**src/rtl/ab_search_array.sv**
```systemverilog
// Multi-lane a/b search: tests LANES consecutive candidates (seed + k) per clock
// against a masked target and reports the lowest matching index or exhaustion.
module ab_search_array #(
    parameter int WORDS = 4,
    parameter int LANES = 2
) (
    input  logic                  clk,
    input  logic                  reset,
    input  logic                  start,
    input  logic [32*WORDS-1:0]   S,
    input  logic [31:0]           L,
    input  logic [32*WORDS-1:0]   target,
    input  logic [32*WORDS-1:0]   mask,
    output logic [32*WORDS-1:0]   outS,
    output logic                  found,
    output logic [31:0]           tested,
    output logic                  busy,
    output logic                  finish
);

    localparam int SW = 32 * WORDS;

    localparam logic [1:0] ST_IDLE = 2'd0;
    localparam logic [1:0] ST_RUN  = 2'd1;
    localparam logic [1:0] ST_DONE = 2'd2;

    localparam logic [31:0] LANES32 = 32'(LANES);

    logic [1:0]    r_state;
    logic [SW-1:0] r_base;
    logic [31:0]   r_remaining;
    logic [SW-1:0] r_target;
    logic [SW-1:0] r_mask;
    logic [SW-1:0] r_outS;
    logic          r_found;
    logic [31:0]   r_tested;

    logic [SW-1:0]    w_cand [LANES];
    logic [LANES-1:0] w_match;
    logic             w_hit;
    logic [31:0]      w_hitIdx;
    logic [SW-1:0]    w_hitState;
    logic [SW-1:0]    w_endState;

    // Lanes beyond the remaining count are masked off so a short tail never over-reports.
    for (genvar j = 0; j < LANES; j++) begin : g_lane
        assign w_cand[j]  = r_base + SW'(j);
        assign w_match[j] = (32'(j) < r_remaining) &&
                            (((w_cand[j] ^ r_target) & r_mask) == '0);
    end

    always_comb begin
        w_hit    = 1'b0;
        w_hitIdx = '0;
        for (int j = LANES - 1; j >= 0; j--) begin
            if (w_match[j]) begin
                w_hit    = 1'b1;
                w_hitIdx = 32'(j);
            end
        end
    end

    assign w_hitState = r_base + SW'(w_hitIdx);
    assign w_endState = r_base + SW'(r_remaining);

    always_ff @(posedge clk or posedge reset) begin
        if (reset) begin
            r_state     <= ST_IDLE;
            r_base      <= '0;
            r_remaining <= '0;
            r_target    <= '0;
            r_mask      <= '0;
            r_outS      <= '0;
            r_found     <= 1'b0;
            r_tested    <= '0;
        end else begin
            case (r_state)
                ST_IDLE, ST_DONE: begin
                    if (start) begin
                        r_base      <= S;
                        r_remaining <= L;
                        r_target    <= target;
                        r_mask      <= mask;
                        r_outS      <= '0;
                        r_found     <= 1'b0;
                        r_tested    <= '0;
                        r_state     <= ST_RUN;
                    end
                end
                ST_RUN: begin
                    if (r_remaining == '0) begin
                        r_outS  <= r_base;
                        r_found <= 1'b0;
                        r_state <= ST_DONE;
                    end else if (w_hit) begin
                        r_outS   <= w_hitState;
                        r_found  <= 1'b1;
                        r_tested <= r_tested + w_hitIdx + 32'd1;
                        r_state  <= ST_DONE;
                    end else if (r_remaining <= LANES32) begin
                        r_outS   <= w_endState;
                        r_found  <= 1'b0;
                        r_tested <= r_tested + r_remaining;
                        r_state  <= ST_DONE;
                    end else begin
                        r_base      <= r_base + SW'(LANES);
                        r_remaining <= r_remaining - LANES32;
                        r_tested    <= r_tested + LANES32;
                    end
                end
                default: r_state <= ST_IDLE;
            endcase
        end
    end

    assign outS   = r_outS;
    assign found  = r_found;
    assign tested = r_tested;
    assign busy   = (r_state == ST_RUN);
    assign finish = (r_state == ST_DONE);

endmodule

```
**config.mk**
```make
export PLATFORM = sky130hd
export DESIGN_NAME = ab_search_array
export DESIGN_NICKNAME = d
export VERILOG_FILES = /design/src/rtl/ab_search_array.sv
export SDC_FILE = /design/constraint.sdc
export NUM_CORES = 2
export LEC_CHECK = 0
export CORE_MARGIN = 3
export CORE_UTILIZATION = 30
export DETAILED_ROUTE_END_ITERATION = 8
export GPL_TIMING_DRIVEN = 0
export PLACE_DENSITY = 0.51
export SETUP_SLACK_MARGIN = 0.15
export SYNTH_ARGS = -nofsm -noshare
export SYNTH_HDL_FRONTEND = slang
export SYNTH_SLANG_ARGS = --single-unit
```
**constraint.sdc**
```tcl
create_clock -name clk -period 27.7 [get_ports clk]
set_clock_uncertainty 0.15 [all_clocks]
set_input_delay 5.54 -clock clk [delete_from_list [all_inputs] [get_ports clk]]
set_output_delay 5.54 -clock clk [all_outputs]
set_load 0.05 [all_outputs]
```
# After elaboration in Yosys (flattened, before gate mapping)
# Index checks and enable logic that the tools add are counted.
[op_classes]
bitwise = 4
order_cmp = 3
mux = 34
n_reduce_logical = 13
add_sub_neg = 9
eq_ne = 7
[op_table]
columns = ["operator", "n"]
rows = [
  ["two-way mux 128 bit", 8],
  ["one-hot mux 128 bit (2 select lines)", 2],
  ["two-way mux 32 bit", 9],
  ["adder 128 x 32 -> 128 bit", 2],
  ["AND 128 bit", 2],
  ["zero test 128 bit", 2],
  ["XOR 128 bit", 2],
  ["adder 128 x 1 -> 128 bit (second input constant)", 1],
  ["adder 128 x 2 -> 128 bit (second input constant)", 1],
  ["one-hot mux 32 bit (2 select lines)", 2],
  ["adder 32 bit", 2],
  ["< comparator 1 x 32 -> 1 bit (first input constant)", 2],
  ["adder 32 x 1 -> 32 bit (second input constant)", 1],
  ["adder 32 x 2 -> 32 bit (second input constant)", 1],
  ["less-or-equal comparator 32 x 2 -> 1 bit (second input constant)", 1],
  ["zero test 32 bit", 1],
  ["subtractor 32 x 2 -> 32 bit (second input constant)", 1],
  ["two-way mux 2 bit", 4],
  ["!= test 2 bit (second input constant)", 4],
  ["two-way mux 1 bit", 7],
  ["AND reduction 3 bit", 2],
  ["AND reduction 5 bit", 1],
  ["!= test 4 x 1 -> 1 bit (second input constant)", 1],
  ["one-hot mux 2 bit (2 select lines)", 1],
  ["8 further kinds", 10],
]
[word_totals]
word_cells = 78
in_bits = 419
ff_bits = 579

# Depth between registers and ports, before layout
[depth]
depth_word = 12
depth_mapped = 32
ltp_nobuf = 27

# Worst setup path after synthesis
# No wires, ideal clock.
[synth_timing]
kind = "reg2out"
startpoint = "reg r_state[1]"
endpoint = "out busy"
t_required_ps = 22010
path_stages_with_launch = 7
arrival_time_ps = 2108
path_slack_ps = 19902
path_cell_list = "dfrtp_1 nand2b_1 inv_1 clkbuf_1 clkbuf_1 clkbuf_1 buf_1"
[synth_via]
elab_chain_cells = 1
[synth_lines]
columns = ["element", "line", "text"]
rows = [
  ["from (decl)", "29", "logic [1:0] r_state;"],
  ["from (signal assigned)", "68", "r_state <= ST_IDLE;"],
  ["from (signal assigned)", "87", "r_state <= ST_RUN;"],
  ["from (signal assigned)", "94", "r_state <= ST_DONE;"],
  ["equality test 2 x 1 -> 1 bit", "119", "assign busy = (r_state == ST_RUN);"],
  ["to (decl)", "17", "output logic busy,"],
]
# Every way passes these cells.

# Worst setup path after layout
[layout_timing]
startpoint = "reg r_base[1]"
endpoint = "reg r_outS[80] (netlist: outS[80])"
[layout_via]
elab_chain_cells = 11
[layout_lines]
columns = ["element", "line", "text"]
rows = [
  ["from (decl)", "30", "logic [SW-1:0] r_base;"],
  ["from (signal assigned)", "106", "r_base <= r_base + SW'(LANES);"],
  ["adder 128 x 1 -> 128 bit", "47", "assign w_cand[j] = r_base + SW'(j);"],
  ["XOR 128 bit", "49", "(((w_cand[j] ^ r_target) & r_mask) == '0);"],
  ["AND 128 bit", "49", ""],
  ["zero test 128 bit", "49", ""],
  ["logical AND 1 bit", "48", "assign w_match[j] = (32'(j) < r_remaining) &&"],
  ["two-way mux 1 bit", "56", "if (w_match[j]) begin"],
  ["two-way mux 32 bit", "56", ""],
  ["adder 128 x 32 -> 128 bit", "63", "assign w_hitState = r_base + SW'(w_hitIdx);"],
  ["two-way mux 128 bit", "95", "end else if (w_hit) begin"],
  ["two-way mux 128 bit", "91", "if (r_remaining == '0) begin"],
  ["one-hot mux 128 bit (2 select lines)", "77", "case (r_state)"],
  ["to (signal assigned)", "92", "r_outS <= r_base;"],
  ["to (signal assigned)", "96", "r_outS <= w_hitState;"],
  ["to (signal assigned)", "101", "r_outS <= w_endState;"],
  ["to (decl)", "34", "logic [SW-1:0] r_outS;"],
]
# Several ways; a longest one is shown, not always the timed one. The select of a mux whose other input is x is not followed.
# A chain may end at the register's enable or synchronous reset.

==> results <==
- The total die area is 140,000 sq um.
- Of the total synthesized cell area, the portion taken by AND, OR, NAND and NOR gates is 0.313.
- The H-tree depth is 3.
- The total number of yosys warnings is 0.
- The pre-antenna-repair detailed-routing pass consisted of 7 iterations.
- The effective utilization at floorplan is 0.304.
- The arrival time at the worst endpoint is 14.72 ns.
- The quantity of I/O buffers inserted on ports is 581.
- The wire length reported by the detailed router is 303,000 microns.
- Setup violations remaining at the end of the flow were counted as 0.
- The clock passes through at most 3 buffers.
- Max-cap violations in this run came to 4.
- The register area share after synthesis is 0.356.
- The portion of synthesized area spent on multiplexers is 0.0112.
- The first global-routing pass estimated 402,000 microns of wire.
- The remaining design rule violation count is 0.
- Counting instances, the worst hold path has a depth of 2.
- The adder and majority cell fraction of the synthesized area is 0.0225.
- The average wire per cell in the routed design is 38.9 microns.
- In this run the count of I/O pins placed on the die edge is 582.
- The number of global-route vias before repair is 45,432.
- The class of the most critical setup path is register to register.
- After clock tree synthesis, the repair step resized 0 gates.
- The die is 374 microns tall.
- The die is roughly 370 microns wide.
- With fillers left out, the area of the finished cells amounts to about 52,000 sq um.
- Summing every instance area after synthesis gives 40,700 sq um.
- The async set-reset flop share out of synthesis is 1.00.
- For the worst flop-to-flop path, the logic depth is 29.
- STA puts the critical path data required time at 28.10 ns.
- The total area inside the core boundary comes to 134,000 sq um.
- The count of vias placed by the detailed router is 47,921.
- The shortest clock period the worst path allows after layout is 14.32 ns.
- The area share of xor/xnor cells in the synthesized design is 0.0748.
- Entering global routing, the biggest net connects 123 pins.
- Of all nets on the critical path, the largest fanout is 10.
- After synthesis the netlist holds a flip-flop and latch count of approximately 580.
- Setup repair after global routing left no endpoint under its margin.
- Global routing finished with a remaining overflow of 0.
- The compound-cell area share of the yosys netlist was 0.170.
- The placed instances occupy a cell area of a little under 50,000 sq um.
- The flow ran to the end, but the final reports show violations.
- The final reports fail on capacitance limit, slew limit.
- The worst pin sits at a relative slew slack of -0.0738.
- When the netlist entered floorplanning its net count stood at 5,776.
- The number of setup buffers added after CTS is 0.
- In the synthesized netlist, the number of instances is ~5,300.
- The sum of net half-perimeters after detailed placement is roughly 250,000 microns.
- TritonCTS built the clock tree.
- The final number of max-transition violations is 38.
- For this design, the sink count on the clock tree is 579.
- The synthesized design contains 0 enable-type register cells.
- The total power draw is between 5 and 6 mW.
- The initialized floorplan defines 134 standard-cell rows.
- The slowest cell on the critical path is sky130_fd_sc_hd__nor3_2.
- The number of antenna violations at the first check in global routing came to 23.
- Setup slack closes at 13.38 ns.
- The critical path endpoint category is a register.
- In this design, the critical path's most frequently occurring cell is sky130_fd_sc_hd__nor2_1.
- The leading cell type by number of instances after synthesis is sky130_fd_sc_hd__nand2_1.
- In the synthesized netlist, the cells that appear most often are sky130_fd_sc_hd__nand2_1 (1,198), sky130_fd_sc_hd__dfrtp_1 (579), sky130_fd_sc_hd__o21ai_0 (362).
- The min-delay analysis places its worst path in the category register to register.
- After clock tree synthesis, the clock-pin slew on the worst setup and hold paths is 0.06 ns.
- The clock reaches the later pin of the worst-skew pair after 0.72 ns.
- From synthesis to final layout, the design area changed by 26.5%.
- The number of nets in the layout is around 6,500.
- The number of violations reported at the end of detailed-routing iteration 0 is a little over 7,000.
- Yosys attributes the largest share of cell area to sky130_fd_sc_hd__dfrtp_1 (36%), sky130_fd_sc_hd__nand2_1 (11%), sky130_fd_sc_hd__xor2_1 (4.5%).
- Dividing the detail-routed via count by the number of cells gives 6.15.
- The number of hold violations in the final report came to 0.
- Timing analysis after detailed placement gives a worst setup slack of 14.18 ns.
- Buffers inserted during clock tree synthesis total 75.
- STA classifies the critical path startpoint as a register.
- IR analysis of the VDD net gives a maximum drop of 0.0544 mV.
- The average instance in the mapped netlist occupies about 7.7 sq um.
- The slew of the pin with the lowest slew margin is 1.61 ns.
- The number of hold buffers added after CTS was 0.
- The cell type with the largest total area after synthesis is sky130_fd_sc_hd__dfrtp_1.
- By area, the combinational part of the netlist is dominated by simple AND/OR/NAND/NOR gates.
- The share of the synthesized area in the top cell type is 0.356.
- At the end of routability-driven placement, the weighted congestion stood at 1.07.
- In the final layout, the share of cells above drive strength 1 is 0.0730.
- The overall routing resource usage is 0.418.
- The total of fill cells in the finished design is about 14,000.
- The main flop type after synthesis is sky130_fd_sc_hd__dfrtp_1.
- In this run the remaining antenna-violating nets after routing total 0.
- The cell sitting at the root of the clock tree is a sky130_fd_sc_hd__clkbuf_16.
- The largest single stage delay on the critical path is about 1.1 ns.
- Derived from the worst setup path, the maximum achievable clock frequency is 69.8 MHz.
- The number of different library cells used by synthesis comes to 94.
- The power per standard cell area is 102 nW/um^2.
- The post-route fraction of the period consumed by the critical path is 0.517.
- The leakage power is around 21 nW.
==> cells in the final DEF (no fill, tap or decap), types with 35 or more instances in the layout <==
cell type	n
sky130_fd_sc_hd__a21o_1	38
sky130_fd_sc_hd__a21oi_1	272
sky130_fd_sc_hd__a21oi_2	49
sky130_fd_sc_hd__a22oi_1	35
sky130_fd_sc_hd__a31oi_1	45
sky130_fd_sc_hd__and2_1	47
sky130_fd_sc_hd__and3_1	71
sky130_fd_sc_hd__and4_1	48
sky130_fd_sc_hd__buf_2	127
sky130_fd_sc_hd__clkbuf_1	217
sky130_fd_sc_hd__clkbuf_16	77
sky130_fd_sc_hd__clkdlybuf4s50_1	581
sky130_fd_sc_hd__dfrtp_1	579
sky130_fd_sc_hd__ha_1	70
sky130_fd_sc_hd__inv_1	136
sky130_fd_sc_hd__mux2i_1	40
sky130_fd_sc_hd__nand2_1	1198
sky130_fd_sc_hd__nand3_1	230
sky130_fd_sc_hd__nand4_1	212
sky130_fd_sc_hd__nor2_1	357
sky130_fd_sc_hd__nor3_1	151
sky130_fd_sc_hd__nor4_1	102
sky130_fd_sc_hd__o21ai_0	362
sky130_fd_sc_hd__o22a_1	56
sky130_fd_sc_hd__or2_2	39
sky130_fd_sc_hd__or3_1	38
sky130_fd_sc_hd__xnor2_1	136
sky130_fd_sc_hd__xor2_1	209
==> cells by family after synthesis <==
family,count (synthesis)
flops,579
xor+xnor,346
compound gates,1100
simple gates,2643
fa+ha+maj,72
mux,45
buf+inv,500
==> critical path, delay by kind of cell (launching register included) <==
family,cells,cell delay (ns)
and+or+nand+nor,13,6.80
muxes,1,0.19
AOI/OAI and AO/OA,8,2.77
xor gates and xnor gates,1,0.61
adders and majority gates,3,1.19
buffers and inverters,3,1.49
DFF,1,0.89
==> flip-flops by register name (all words and copies together), names as in the netlist <==
name,cells
found,1
outS,128
r_base,128
r_mask,128
r_remaining,32
r_state,2
r_target,128
tested,32
==> per-layer routing <==
layer,GRT usage,share of wire,vias up,routed length [microns]
li1,-,-,20085,-
met1,0.556,0.41,23994,125000
met2,0.619,0.42,3220,127000
met3,0.116,0.10,608,31500
met4,0.213,0.063,14,19100
met5,0,0.00031,-,93
==> through the flow <==
step                instances  TNS (ns)  hold slack, ns  utilization
floorplan                5285         0           0.302            -
global placement         7634  -1872.98           0.313        0.363
detailed placement       7651         0           0.320        0.366
CTS                      7785         0           0.333        0.384
global route             7787         0           0.348        0.384
finish                   7796         0           0.323        0.384
==> final timing paths <==
path	slack, ns	startpoint	endpoint
min	0.32	outS[126]	outS[126]
min reg2reg	0.32	outS[126]	outS[126]
max in group asynchronous	20.64	reset	r_base[83]
max reg2reg	13.38	r_base[1]	outS[80]
min in group asynchronous	5.17	reset	r_mask[34]
max	13.38	r_base[1]	outS[80]
==> report_power, final <==
part,internal [mW],total [mW],switching [mW]
combinational,0.860,2.87,2.01
sequential,1.06,1.38,0.315
clock,0.567,1.01,0.447
==> layout make-up <==
class                           count  area [sq um]  area share
Clock inverter                     28           274     0.00532
Timing Repair Buffer              598          6070       0.118
Clock buffer                      106          2140      0.0415
Sequential cell                   579         14500       0.281
Tap cell                         1768          2210      0.0429
Antenna cell                       11          27.5    0.000534
Buffer                            362          1620      0.0314
Inverter                          138           526      0.0102
Multi-Input combinational cell   4206         24200       0.469
Power figures use the tool's default switching activity.
